--- config.mk ---
export PLATFORM = sky130hd
export DESIGN_NAME = prog_sequencer
export DESIGN_NICKNAME = d
export VERILOG_FILES = /design/src/rtl/prog_sequencer.sv
export SDC_FILE = /design/constraint.sdc
export NUM_CORES = 1
export LEC_CHECK = 0
export CORE_MARGIN = 3
export CORE_UTILIZATION = 30
export CTS_BUF_LIST = sky130_fd_sc_hd__clkbuf_16
export CTS_CLUSTER_SIZE = 40
export DETAILED_ROUTE_END_ITERATION = 6
export HOLD_SLACK_MARGIN = 0.03
export PLACE_DENSITY_LB_ADDON = 0.12
export REMOVE_ABC_BUFFERS = 1
export SYNTH_ARGS = -nofsm -noshare
export SYNTH_HDL_FRONTEND = slang
export SYNTH_SLANG_ARGS = --single-unit
--- constraint.sdc ---
create_clock -name clk -period 2.5 [get_ports clk]
set_input_delay 0.5 -clock clk [delete_from_list [all_inputs] [get_ports clk]]
set_output_delay 0.5 -clock clk [all_outputs]
set_load 0.02 [all_outputs]
--- src/rtl/prog_sequencer.sv ---
// Program run sequencer: accepts a 4-phase run request, loads the selected
// program's start PC, runs it until done_in or a cycle limit, then acknowledges.
module prog_sequencer #(
   parameter int PC_W       = 10,
   parameter int CNT_W      = 16,
   parameter int MAX_CYCLES = 4000,
   parameter int PROG0_ADDR = 0,
   parameter int PROG1_ADDR = 256,
   parameter int PROG2_ADDR = 512,
   parameter int PROG3_ADDR = 768
) (
   input  logic             clk,
   input  logic             reset,
   input  logic             req,
   input  logic [1:0]       prog_sel,
   input  logic             done_in,
   output logic             start,
   output logic             pc_load,
   output logic [PC_W-1:0]  pc_init,
   output logic             run,
   output logic             busy,
   output logic             ack,
   output logic             timeout,
   output logic [CNT_W-1:0] cycle_count
);

   typedef enum logic [1:0] {IDLE, LOAD, RUN, FINISH} state_t;

   localparam logic [CNT_W-1:0] LIMIT = CNT_W'(MAX_CYCLES - 1);

   state_t           r_state;
   state_t           w_nextState;
   logic [1:0]       r_sel;
   logic             r_loaded;
   logic [CNT_W-1:0] r_cnt;
   logic             r_timeout;
   logic             w_limitHit;

   function automatic logic [PC_W-1:0] progAddr(input logic [1:0] sel);
      case (sel)
         2'd0:    progAddr = PC_W'(PROG0_ADDR);
         2'd1:    progAddr = PC_W'(PROG1_ADDR);
         2'd2:    progAddr = PC_W'(PROG2_ADDR);
         default: progAddr = PC_W'(PROG3_ADDR);
      endcase
   endfunction

   assign w_limitHit = (r_cnt == LIMIT);

   always_ff @(posedge clk or posedge reset) begin
      if (reset) r_state <= IDLE;
      else       r_state <= w_nextState;
   end

   // done_in has priority over the cycle limit when both land on the same RUN cycle
   always_comb begin
      w_nextState = r_state;
      case (r_state)
         IDLE:    if (req) w_nextState = LOAD;
         LOAD:    w_nextState = RUN;
         RUN:     if (done_in || w_limitHit) w_nextState = FINISH;
         FINISH:  if (!req) w_nextState = IDLE;
         default: w_nextState = IDLE;
      endcase
   end

   always_ff @(posedge clk or posedge reset) begin
      if (reset) begin
         r_sel     <= 2'd0;
         r_loaded  <= 1'b0;
         r_cnt     <= '0;
         r_timeout <= 1'b0;
      end else begin
         case (r_state)
            IDLE: begin
               if (req) begin
                  r_sel    <= prog_sel;
                  r_loaded <= 1'b1;
               end
            end
            LOAD: begin
               r_cnt     <= '0;
               r_timeout <= 1'b0;
            end
            RUN: begin
               r_cnt <= r_cnt + 1'b1;
               if (!done_in && w_limitHit) r_timeout <= 1'b1;
            end
            default: ;
         endcase
      end
   end

   // pc_init reads 0 until the first run has latched a selection
   assign pc_init     = r_loaded ? progAddr(r_sel) : '0;
   assign start       = (r_state != RUN);
   assign pc_load     = (r_state == LOAD);
   assign run         = (r_state == RUN);
   assign busy        = (r_state == LOAD) || (r_state == RUN);
   assign ack         = (r_state == FINISH);
   assign timeout     = r_timeout;
   assign cycle_count = r_cnt;

endmodule

==> run_summary.xml, run 1 <==
<?xml version="1.0" encoding="UTF-8"?>
<metrics>
  <group name="run_status">
    <metric name="status" unit="">complete, no violations</metric>
  </group>
  <group name="layout">
    <metric name="synthToLayoutAreaGrowth" unit="%">34.3</metric>
    <metric name="layout.cell_area.non_filler" unit="um^2">1660</metric>
    <metric name="layout.cells.most_common_list" unit="">29 x clkdlybuf4s50_1, 22 x dfrtp_1, 11 x inv_1</metric>
    <metric name="layout.cells.most_common" unit="">clkdlybuf4s50_1</metric>
    <metric name="final_net_count" unit="">178</metric>
    <metric name="drive_above_1_share" unit="%">10.3</metric>
    <metric name="count_of_inserted_antenna_diode_cells" unit="">0</metric>
    <metric name="fillCellCount" unit="">369</metric>
  </group>
  <group name="yosys">
    <metric name="synthDistinctLibCells" unit="">34</metric>
    <metric name="sequential_element_share_of_the_synthesized_area" unit="%">44.5</metric>
    <metric name="ys_async_sr_fraction" unit="%">100</metric>
    <metric name="synth_top_area_share" unit="%">44.5</metric>
    <metric name="number_of_enable_type_register_cells_in_the_synthesized_netlist" unit="">0</metric>
    <metric name="post_synth.cell_area_avg" unit="um^2">9.44</metric>
    <metric name="synth_largest_area_cell" unit="">dfrtp_1</metric>
    <metric name="synth_adder_area_share" unit="%">6.07</metric>
    <metric name="netlist_instances" unit="">131</metric>
    <metric name="synth-compound-area-share" unit="%">9.82</metric>
    <metric name="post_synth_instance_area" unit="um^2">1240</metric>
    <metric name="main_combinational_cell_family_by_area_after_synthesis" unit="">simple AND/OR/NAND/NOR gates</metric>
    <metric name="simple_gate_fraction_of_synth_area" unit="%">22.4</metric>
    <metric name="flops_latches_synth" unit="">22</metric>
    <metric name="synthTopCellsByArea" unit="">dfrtp_1 45%, ha_1 6.1%, buf_4 4.9%</metric>
    <metric name="synth.yosys.warnings" unit="">0</metric>
    <metric name="synth_xor_xnor_area_share" unit="%">4.25</metric>
    <metric name="synth.mux.area_fraction" unit="%">3.54</metric>
    <metric name="most_used_flip_flop_cell_after_synthesis" unit="">dfrtp_1</metric>
  </group>
  <group name="job">
    <metric name="max_cap_violations" unit="">0</metric>
  </group>
  <group name="setup_path">
    <metric name="cp_data_arrival_time" unit="ns">1.87</metric>
    <metric name="critPathCaptureType" unit="">output pin</metric>
    <metric name="worst-r2r-setup-slack" unit="ns">0.32</metric>
    <metric name="cp-startpoint" unit="">r_state[1]$_DFFE_PP0P_</metric>
    <metric name="rr_startpoint" unit="">r_state[1]$_DFFE_PP0P_</metric>
    <metric name="cp_slowest_stage_delay" unit="ns">0.65</metric>
    <metric name="critPathMaxFanout" unit="">15</metric>
    <metric name="startpoint_type" unit="">flop</metric>
    <metric name="crit_path_end" unit="">busy</metric>
    <metric name="cp_data_required_time" unit="ns">2.00</metric>
    <metric name="slowest_stage" unit="">clkdlybuf4s50_1</metric>
    <metric name="reg2regPathDepth" unit="">6</metric>
    <metric name="timing.rr.end" unit="">cycle_count[13]$_DFFE_PP0P_</metric>
    <metric name="timing.critical_path.cells" unit="">inv_1 -&gt; ha_2 -&gt; clkdlybuf4s50_1</metric>
    <metric name="critical_path_class" unit="">flop to output pin</metric>
  </group>
  <group name="sta">
    <metric name="setup_tns" unit="ns">0</metric>
    <metric name="setup_viol_count_final" unit="">0</metric>
    <metric name="final-hold-violation-count" unit="">0</metric>
    <metric name="post-route-min-period" unit="ns">2.37</metric>
    <metric name="unrepaired_setup_endpoints_after_global_routing" unit="">no</metric>
    <metric name="layout_worst_path_cycle_share" unit="%">95.0</metric>
    <metric name="skew" unit="ns">0.00252</metric>
    <metric name="f_max" unit="MHz">421</metric>
    <metric name="final-max-slew-violation-count" unit="">0</metric>
  </group>
  <group name="placed_design">
    <metric name="gp_congestion" unit="">0.793</metric>
    <metric name="io_buffers" unit="">29</metric>
    <metric name="dpl_cell_area" unit="um^2">1580</metric>
    <metric name="place_hpwl" unit="um">2050</metric>
  </group>
  <group name="routing">
    <metric name="route.vias.total" unit="">1005</metric>
    <metric name="drt_first_iter_violations" unit="">26</metric>
    <metric name="vias_per_cell" unit="">4.72</metric>
    <metric name="routed_wirelength" unit="um">2750</metric>
    <metric name="dr.pass1.iters" unit="">4</metric>
    <metric name="routedWlPerCell" unit="um">12.9</metric>
    <metric name="detail-route-antenna-nets" unit="">0</metric>
    <metric name="drc" unit="">0</metric>
  </group>
  <group name="die">
    <metric name="floorplan.core_area" unit="um^2">3830</metric>
    <metric name="floorplan.initialDensity" unit="%">32.3</metric>
    <metric name="io_pins" unit="">38</metric>
    <metric name="die-height" unit="um">70.2</metric>
    <metric name="die_width" unit="um">70.2</metric>
    <metric name="design.die.area" unit="um^2">4930</metric>
    <metric name="number_of_rows_in_the_core_area" unit="">22</metric>
  </group>
  <group name="clocking">
    <metric name="insertion_delay" unit="ns">0.25</metric>
    <metric name="path_clk_slew" unit="ns">0.06</metric>
    <metric name="cts_inserted_buffers" unit="">3</metric>
    <metric name="cts_max_path_buffers" unit="">2</metric>
    <metric name="cts.htree.levels" unit="">1</metric>
    <metric name="tritoncts" unit="">done</metric>
    <metric name="num_clock_sinks" unit="">22</metric>
    <metric name="clockRootBuffer" unit="">clkbuf_16</metric>
  </group>
  <group name="global_routing">
    <metric name="via_count_of_the_first_global_routing_pass" unit="">997</metric>
    <metric name="groute.usage.overall" unit="%">12.3</metric>
    <metric name="grt_pass1_wl" unit="um">4850</metric>
    <metric name="grt_max_degree" unit="">23</metric>
    <metric name="antenna_violations_before_repair" unit="">0</metric>
    <metric name="overflow" unit="">0</metric>
  </group>
  <group name="min_path">
    <metric name="holdCritPathClass" unit="">flop to flop</metric>
  </group>
  <group name="power_and_ir_drop">
    <metric name="vdd_drop_max" unit="V">0.000669</metric>
    <metric name="power_density_over_cell_area" unit="nW/um^2">900</metric>
    <metric name="leakagePower" unit="nW">0.671</metric>
  </group>
</metrics>
==> power breakdown <==
part / internal [mW] / switching (mW) / total (mW)
combinational: 0.316 / 0.396 / 0.713
clock: 0.213 / 0.124 / 0.337
sequential: 0.405 / 0.0408 / 0.446
==> kinds of logic after synthesis <==
kind of cell,count (synthesis)
mux,4
xor+xnor,6
simple gates,49
fa+ha+maj,6
buf+inv,22
other cells,1
compound gates,21
flops,22
==> critical path, delay by kind of cell, from the launching register on <==
kind	cells	cell delay [ns]
adder cells (fa/ha/maj)	1	0.48
buffers and inverters	2	0.75
flip-flops	1	0.39
==> per-stage QoR <==
step                      setup slack, ns  hold slack, ns  power [mW]  std cells  utilization [%]
after floorplan                     0.225           0.441       0.867        127                -
after global placement              0.331           0.469        1.15        209             41.3
after detailed placement            0.218           0.472        1.16        209             41.3
after CTS                         0.00209           0.490        1.51        213             43.3
after global routing               0.0323           0.509        1.60        213             43.4
final                               0.126           0.485        1.49        213             43.4
==> final cells by class <==
class / count / area, um^2 / area share (%)
multi-input cells: 94 / 602 / 36.2
clock buffers: 3 / 75.1 / 4.52
clock inverters: 1 / 3.75 / 0.226
repair buffers: 34 / 328 / 19.7
inverters: 11 / 41.3 / 2.49
well taps: 48 / 60.1 / 3.62
flip-flops and latches: 22 / 551 / 33.2
==> cells in the mapped netlist, drive strengths merged (3+ instances only) <==
master  number
a21oi        8
buf          8
clkbuf       3
dfrtp       22
ha           6
inv         11
mux2         3
nand2        9
nand3        8
nand4        5
nor2         7
nor3         3
nor4         3
o21ai        8
or3          4
xnor2        4
==> routing by layer <==
| metal | up-vias | global-route usage, % | wire (um) |
|---|---|---|---|
| met1 | 467 | 17.4 | 1350 |
| met5 | - | 0 | 0 |
| met3 | 2 | 3.88 | 158 |
| met2 | 27 | 18.0 | 1220 |
| met4 | 0 | 3.19 | 18 |
| li1 | 509 | - | - |
==> registers in the layout (all words and copies together), names as in the netlist <==
name,count
cycle_count,16
r_sel,2
r_state,2
r_loaded,1
timeout,1
==> worst min path at each step <==
stage / endpoint / cells past startpoint / slack, ns / from
global placement: r_loaded$_DFFE_PP0P_ / 1 / 0.47 / r_loaded$_DFFE_PP0P_
global route: r_loaded$_DFFE_PP0P_ / 1 / 0.51 / r_loaded$_DFFE_PP0P_
floorplan: r_loaded$_DFFE_PP0P_ / 1 / 0.44 / r_loaded$_DFFE_PP0P_
detailed placement: r_loaded$_DFFE_PP0P_ / 1 / 0.47 / r_loaded$_DFFE_PP0P_
CTS: r_loaded$_DFFE_PP0P_ / 1 / 0.49 / r_loaded$_DFFE_PP0P_
finish: r_loaded$_DFFE_PP0P_ / 1 / 0.49 / r_loaded$_DFFE_PP0P_
==> what timing repair did <==
item                                    4_1_cts  5_1_grt
buffers inserted                              0        0
endpoints found under the setup margin        0        2
resized for setup                             0        1
hold buffers                                  0        0
No activity file was read; power rests on OpenSTA's default activity.
==> inputs of run 2 (changes only) <==
--- a/config.mk
+++ b/config.mk
@@ -8,6 +8,7 @@
 export CORE_MARGIN = 3
 export CORE_UTILIZATION = 30
 export CTS_BUF_LIST = sky130_fd_sc_hd__clkbuf_16
+export CTS_CLUSTER_DIAMETER = 80
 export CTS_CLUSTER_SIZE = 40
 export DETAILED_ROUTE_END_ITERATION = 6
 export HOLD_SLACK_MARGIN = 0.03
==> results of run 2 <==
Same layout as run 1: the final DEF is identical, and so are final timing and power.
==> inputs of run 3 (changes only) <==
--- a/config.mk
+++ b/config.mk
@@ -5,6 +5,7 @@
 export SDC_FILE = /design/constraint.sdc
 export NUM_CORES = 1
 export LEC_CHECK = 0
+export ABC_AREA = 1
 export CORE_MARGIN = 3
 export CORE_UTILIZATION = 30
 export CTS_BUF_LIST = sky130_fd_sc_hd__clkbuf_16
==> run_summary.xml, run 3 <==
<?xml version="1.0" encoding="UTF-8"?>
<metrics>
  <group name="global_routing">
    <metric name="grt_use_met3" unit="%">3.83</metric>
    <metric name="groute.layer.met1.usage" unit="%">18.4</metric>
    <metric name="groute.usage.overall" unit="%">12.7</metric>
    <metric name="grt_max_degree" unit="">23</metric>
    <metric name="via_count_of_the_first_global_routing_pass" unit="">1114</metric>
    <metric name="antenna_violations_before_repair" unit="">0</metric>
    <metric name="grt_pass1_wl" unit="um">5350</metric>
    <metric name="grt-busiest-layer" unit="">met2</metric>
    <metric name="grt_use_met2" unit="%">19.0</metric>
    <metric name="overflow" unit="">0</metric>
  </group>
  <group name="setup_path">
    <metric name="startpoint_type" unit="">flop</metric>
    <metric name="slowest_stage" unit="">clkdlybuf4s50_1</metric>
    <metric name="critPathCaptureType" unit="">output pin</metric>
    <metric name="cp.buffers_inverters" unit="">3</metric>
    <metric name="cpMostUsedCell" unit="">inv_1</metric>
    <metric name="timing.critical_path.cells" unit="">inv_1 -&gt; ha_1 -&gt; inv_1 -&gt; clkdlybuf4s50_1</metric>
    <metric name="critical_path_class" unit="">flop to output pin</metric>
    <metric name="cp_slowest_stage_delay" unit="ns">0.61</metric>
    <metric name="cp_data_required_time" unit="ns">2.00</metric>
    <metric name="critPathMaxFanout" unit="">7</metric>
    <metric name="top_family_by_delay_on_critical_path" unit="">buffers and inverters</metric>
    <metric name="cp_data_arrival_time" unit="ns">1.81</metric>
  </group>
  <group name="clocking">
    <metric name="post_cts_resize_count" unit="">0</metric>
    <metric name="path_clk_slew" unit="ns">0.06</metric>
    <metric name="postCtsSetupRepairBufs" unit="">0</metric>
    <metric name="insertion_delay" unit="ns">0.25</metric>
    <metric name="clockRootBuffer" unit="">clkbuf_16</metric>
    <metric name="num_clock_sinks" unit="">22</metric>
    <metric name="tritoncts" unit="">done</metric>
    <metric name="cts_hold_buffers" unit="">0</metric>
    <metric name="cts.htree.levels" unit="">1</metric>
    <metric name="cts_max_path_buffers" unit="">2</metric>
    <metric name="cts_inserted_buffers" unit="">3</metric>
  </group>
  <group name="yosys">
    <metric name="post_synth_instance_area" unit="um^2">1370</metric>
    <metric name="synthDistinctLibCells" unit="">29</metric>
    <metric name="synthTopCellsByArea" unit="">dfrtp_1 40%, nand2_1 11%, inv_1 6.0%</metric>
    <metric name="yosysMostFrequentCell" unit="">nand2_1</metric>
    <metric name="post_synth.cell_area_avg" unit="um^2">7.86</metric>
    <metric name="most_used_flip_flop_cell_after_synthesis" unit="">dfrtp_1</metric>
    <metric name="synth_top_area_share" unit="%">40.3</metric>
    <metric name="flops_latches_synth" unit="">22</metric>
    <metric name="synth.yosys.warnings" unit="">0</metric>
    <metric name="ys_async_sr_fraction" unit="%">100</metric>
    <metric name="netlist_instances" unit="">174</metric>
    <metric name="synthTopCellsByCount" unit="">39 x nand2_1, 22 x dfrtp_1, 22 x inv_1, 22 x nor2_1, 10 x nand3_1</metric>
    <metric name="synth_largest_area_cell" unit="">dfrtp_1</metric>
    <metric name="number_of_enable_type_register_cells_in_the_synthesized_netlist" unit="">0</metric>
    <metric name="sequential_element_share_of_the_synthesized_area" unit="%">40.3</metric>
  </group>
  <group name="routing">
    <metric name="dr.pass1.iters" unit="">5</metric>
    <metric name="drt_first_iter_violations" unit="">85</metric>
    <metric name="route.vias.total" unit="">1197</metric>
    <metric name="routed_wirelength" unit="um">3240</metric>
    <metric name="detail-route-antenna-nets" unit="">0</metric>
    <metric name="drc" unit="">0</metric>
    <metric name="vias_per_cell" unit="">4.64</metric>
    <metric name="routedWlPerCell" unit="um">12.6</metric>
  </group>
  <group name="die">
    <metric name="die-height" unit="um">73.5</metric>
    <metric name="floorplan.initialDensity" unit="%">32.5</metric>
    <metric name="floorplan.core_area" unit="um^2">4200</metric>
    <metric name="number_of_rows_in_the_core_area" unit="">23</metric>
    <metric name="io_pins" unit="">38</metric>
    <metric name="die_width" unit="um">73.5</metric>
    <metric name="design.die.area" unit="um^2">5400</metric>
  </group>
  <group name="layout">
    <metric name="layout.cells.most_common" unit="">nand2_1</metric>
    <metric name="final_net_count" unit="">221</metric>
    <metric name="drive_above_1_share" unit="%">11.5</metric>
    <metric name="layout.cell_area.non_filler" unit="um^2">1780</metric>
    <metric name="layout.cells.most_common_list" unit="">39 x nand2_1, 29 x clkdlybuf4s50_1, 22 x inv_1, 22 x nor2_1, 22 x dfrtp_1</metric>
    <metric name="count_of_inserted_antenna_diode_cells" unit="">0</metric>
    <metric name="synthToLayoutAreaGrowth" unit="%">29.9</metric>
    <metric name="largest_reg_flops" unit="">16</metric>
  </group>
  <group name="placed_design">
    <metric name="io_buffers" unit="">29</metric>
    <metric name="place_hpwl" unit="um">2480</metric>
    <metric name="gp_congestion" unit="">0.821</metric>
    <metric name="dpl_cell_area" unit="um^2">1700</metric>
  </group>
  <group name="sta">
    <metric name="setup_viol_count_final" unit="">0</metric>
    <metric name="f_max" unit="MHz">432</metric>
    <metric name="final-max-slew-violation-count" unit="">0</metric>
    <metric name="skew" unit="ns">0.00253</metric>
    <metric name="unrepaired_setup_endpoints_after_global_routing" unit="">no</metric>
    <metric name="timing.hold.ws" unit="ns">0.491</metric>
    <metric name="layout_worst_path_cycle_share" unit="%">92.6</metric>
    <metric name="setup_tns" unit="ns">0</metric>
    <metric name="final-hold-violation-count" unit="">0</metric>
    <metric name="post-route-min-period" unit="ns">2.31</metric>
  </group>
  <group name="power_and_ir_drop">
    <metric name="leakagePower" unit="nW">0.880</metric>
    <metric name="power_density_over_cell_area" unit="nW/um^2">917</metric>
    <metric name="vdd_drop_max" unit="V">0.000474</metric>
  </group>
  <group name="run_status">
    <metric name="status" unit="">complete, no violations</metric>
  </group>
  <group name="job">
    <metric name="max_cap_violations" unit="">0</metric>
  </group>
  <group name="min_path">
    <metric name="holdCritPathClass" unit="">flop to flop</metric>
  </group>
</metrics>
## run 3: cell types whose count changed after synthesis, sizes merged, moves of 2 or more
cell    change
o21ai       -5
inv        +12
o21bai      +2
nand2b      -2
xnor2       -4
nand3       +4
nor2       +21
or3         -4
and2        -2
nand2      +35
nor4        -2
clkbuf      -3
or4         -2
## run 3: metal layers
layer	up-vias	share of wire (%)
met4	0	0.68
met5	-	0
met1	553	48
li1	601	-
met3	2	7.0
met2	41	45
## run 3: cells by family after synthesis
kind of cell,count (synthesis),synth area share [%]
adder cells (fa/ha/maj),6,5.49
multiplexers,3,2.38
AND/OR/NAND/NOR,95,33.8
XOR/XNOR,1,0.641
AO/OA/AOI/OAI,14,5.67
buffers and inverters,32,11.5
flip-flops,22,40.3
other,1,0.274
## run 3: through the flow
| stage | cells | total power, mW | setup WS [ns] | utilization, % |
|---|---|---|---|---|
| floorplan | 172 | 0.947 | 0.681 | - |
| detailed placement | 254 | 1.29 | 0.476 | 40.4 |
| global route | 258 | 1.76 | 0.0588 | 42.3 |
| global placement | 254 | 1.28 | 0.531 | 40.4 |
| finish | 258 | 1.63 | 0.186 | 42.3 |
| CTS | 258 | 1.65 | 0.183 | 42.3 |
## run 3: area by class of cell
class | instances | area, um^2
tap | 50 | 62.6
fill | 410 | 2420
timing repair buffer | 32 | 313
sequential | 22 | 551
inverter | 23 | 86.3
multi-input combinational | 127 | 686
clock inverter | 1 | 3.75
clock buffer | 3 | 75.1
## run 3: report_power, final
group / total [mW] / switching [mW] / internal, mW / leakage, nW
clock network: 0.346 / 0.132 / 0.214 / 0.0385
logic: 0.820 / 0.487 / 0.333 / 0.549
registers: 0.464 / 0.0537 / 0.411 / 0.292
## run 3: path summary, 6_finish.rpt
check,start,end,slack (ns),cells past startpoint
setup / recovery,r_state[0]$_DFFE_PP0P_,start,0.19,4
hold / removal,r_loaded$_DFFE_PP0P_,r_loaded$_DFFE_PP0P_,0.49,2
setup reg to reg,r_state[0]$_DFFE_PP0P_,cycle_count[12]$_DFFE_PP0P_,0.65,8
hold reg to reg,r_loaded$_DFFE_PP0P_,r_loaded$_DFFE_PP0P_,0.49,2
max in group asynchronous,reset,cycle_count[12]$_DFFE_PP0P_,1.69,3
min in group asynchronous,reset,r_loaded$_DFFE_PP0P_,0.58,3
## run 3: tightest hold or removal path: cells and delay by family, from the launching register on
| kind | cells | cell delay (ns) |
|---|---|---|
| buf+inv | 1 | 0.04 |
| flops | 1 | 0.36 |
| simple gates | 1 | 0.06 |
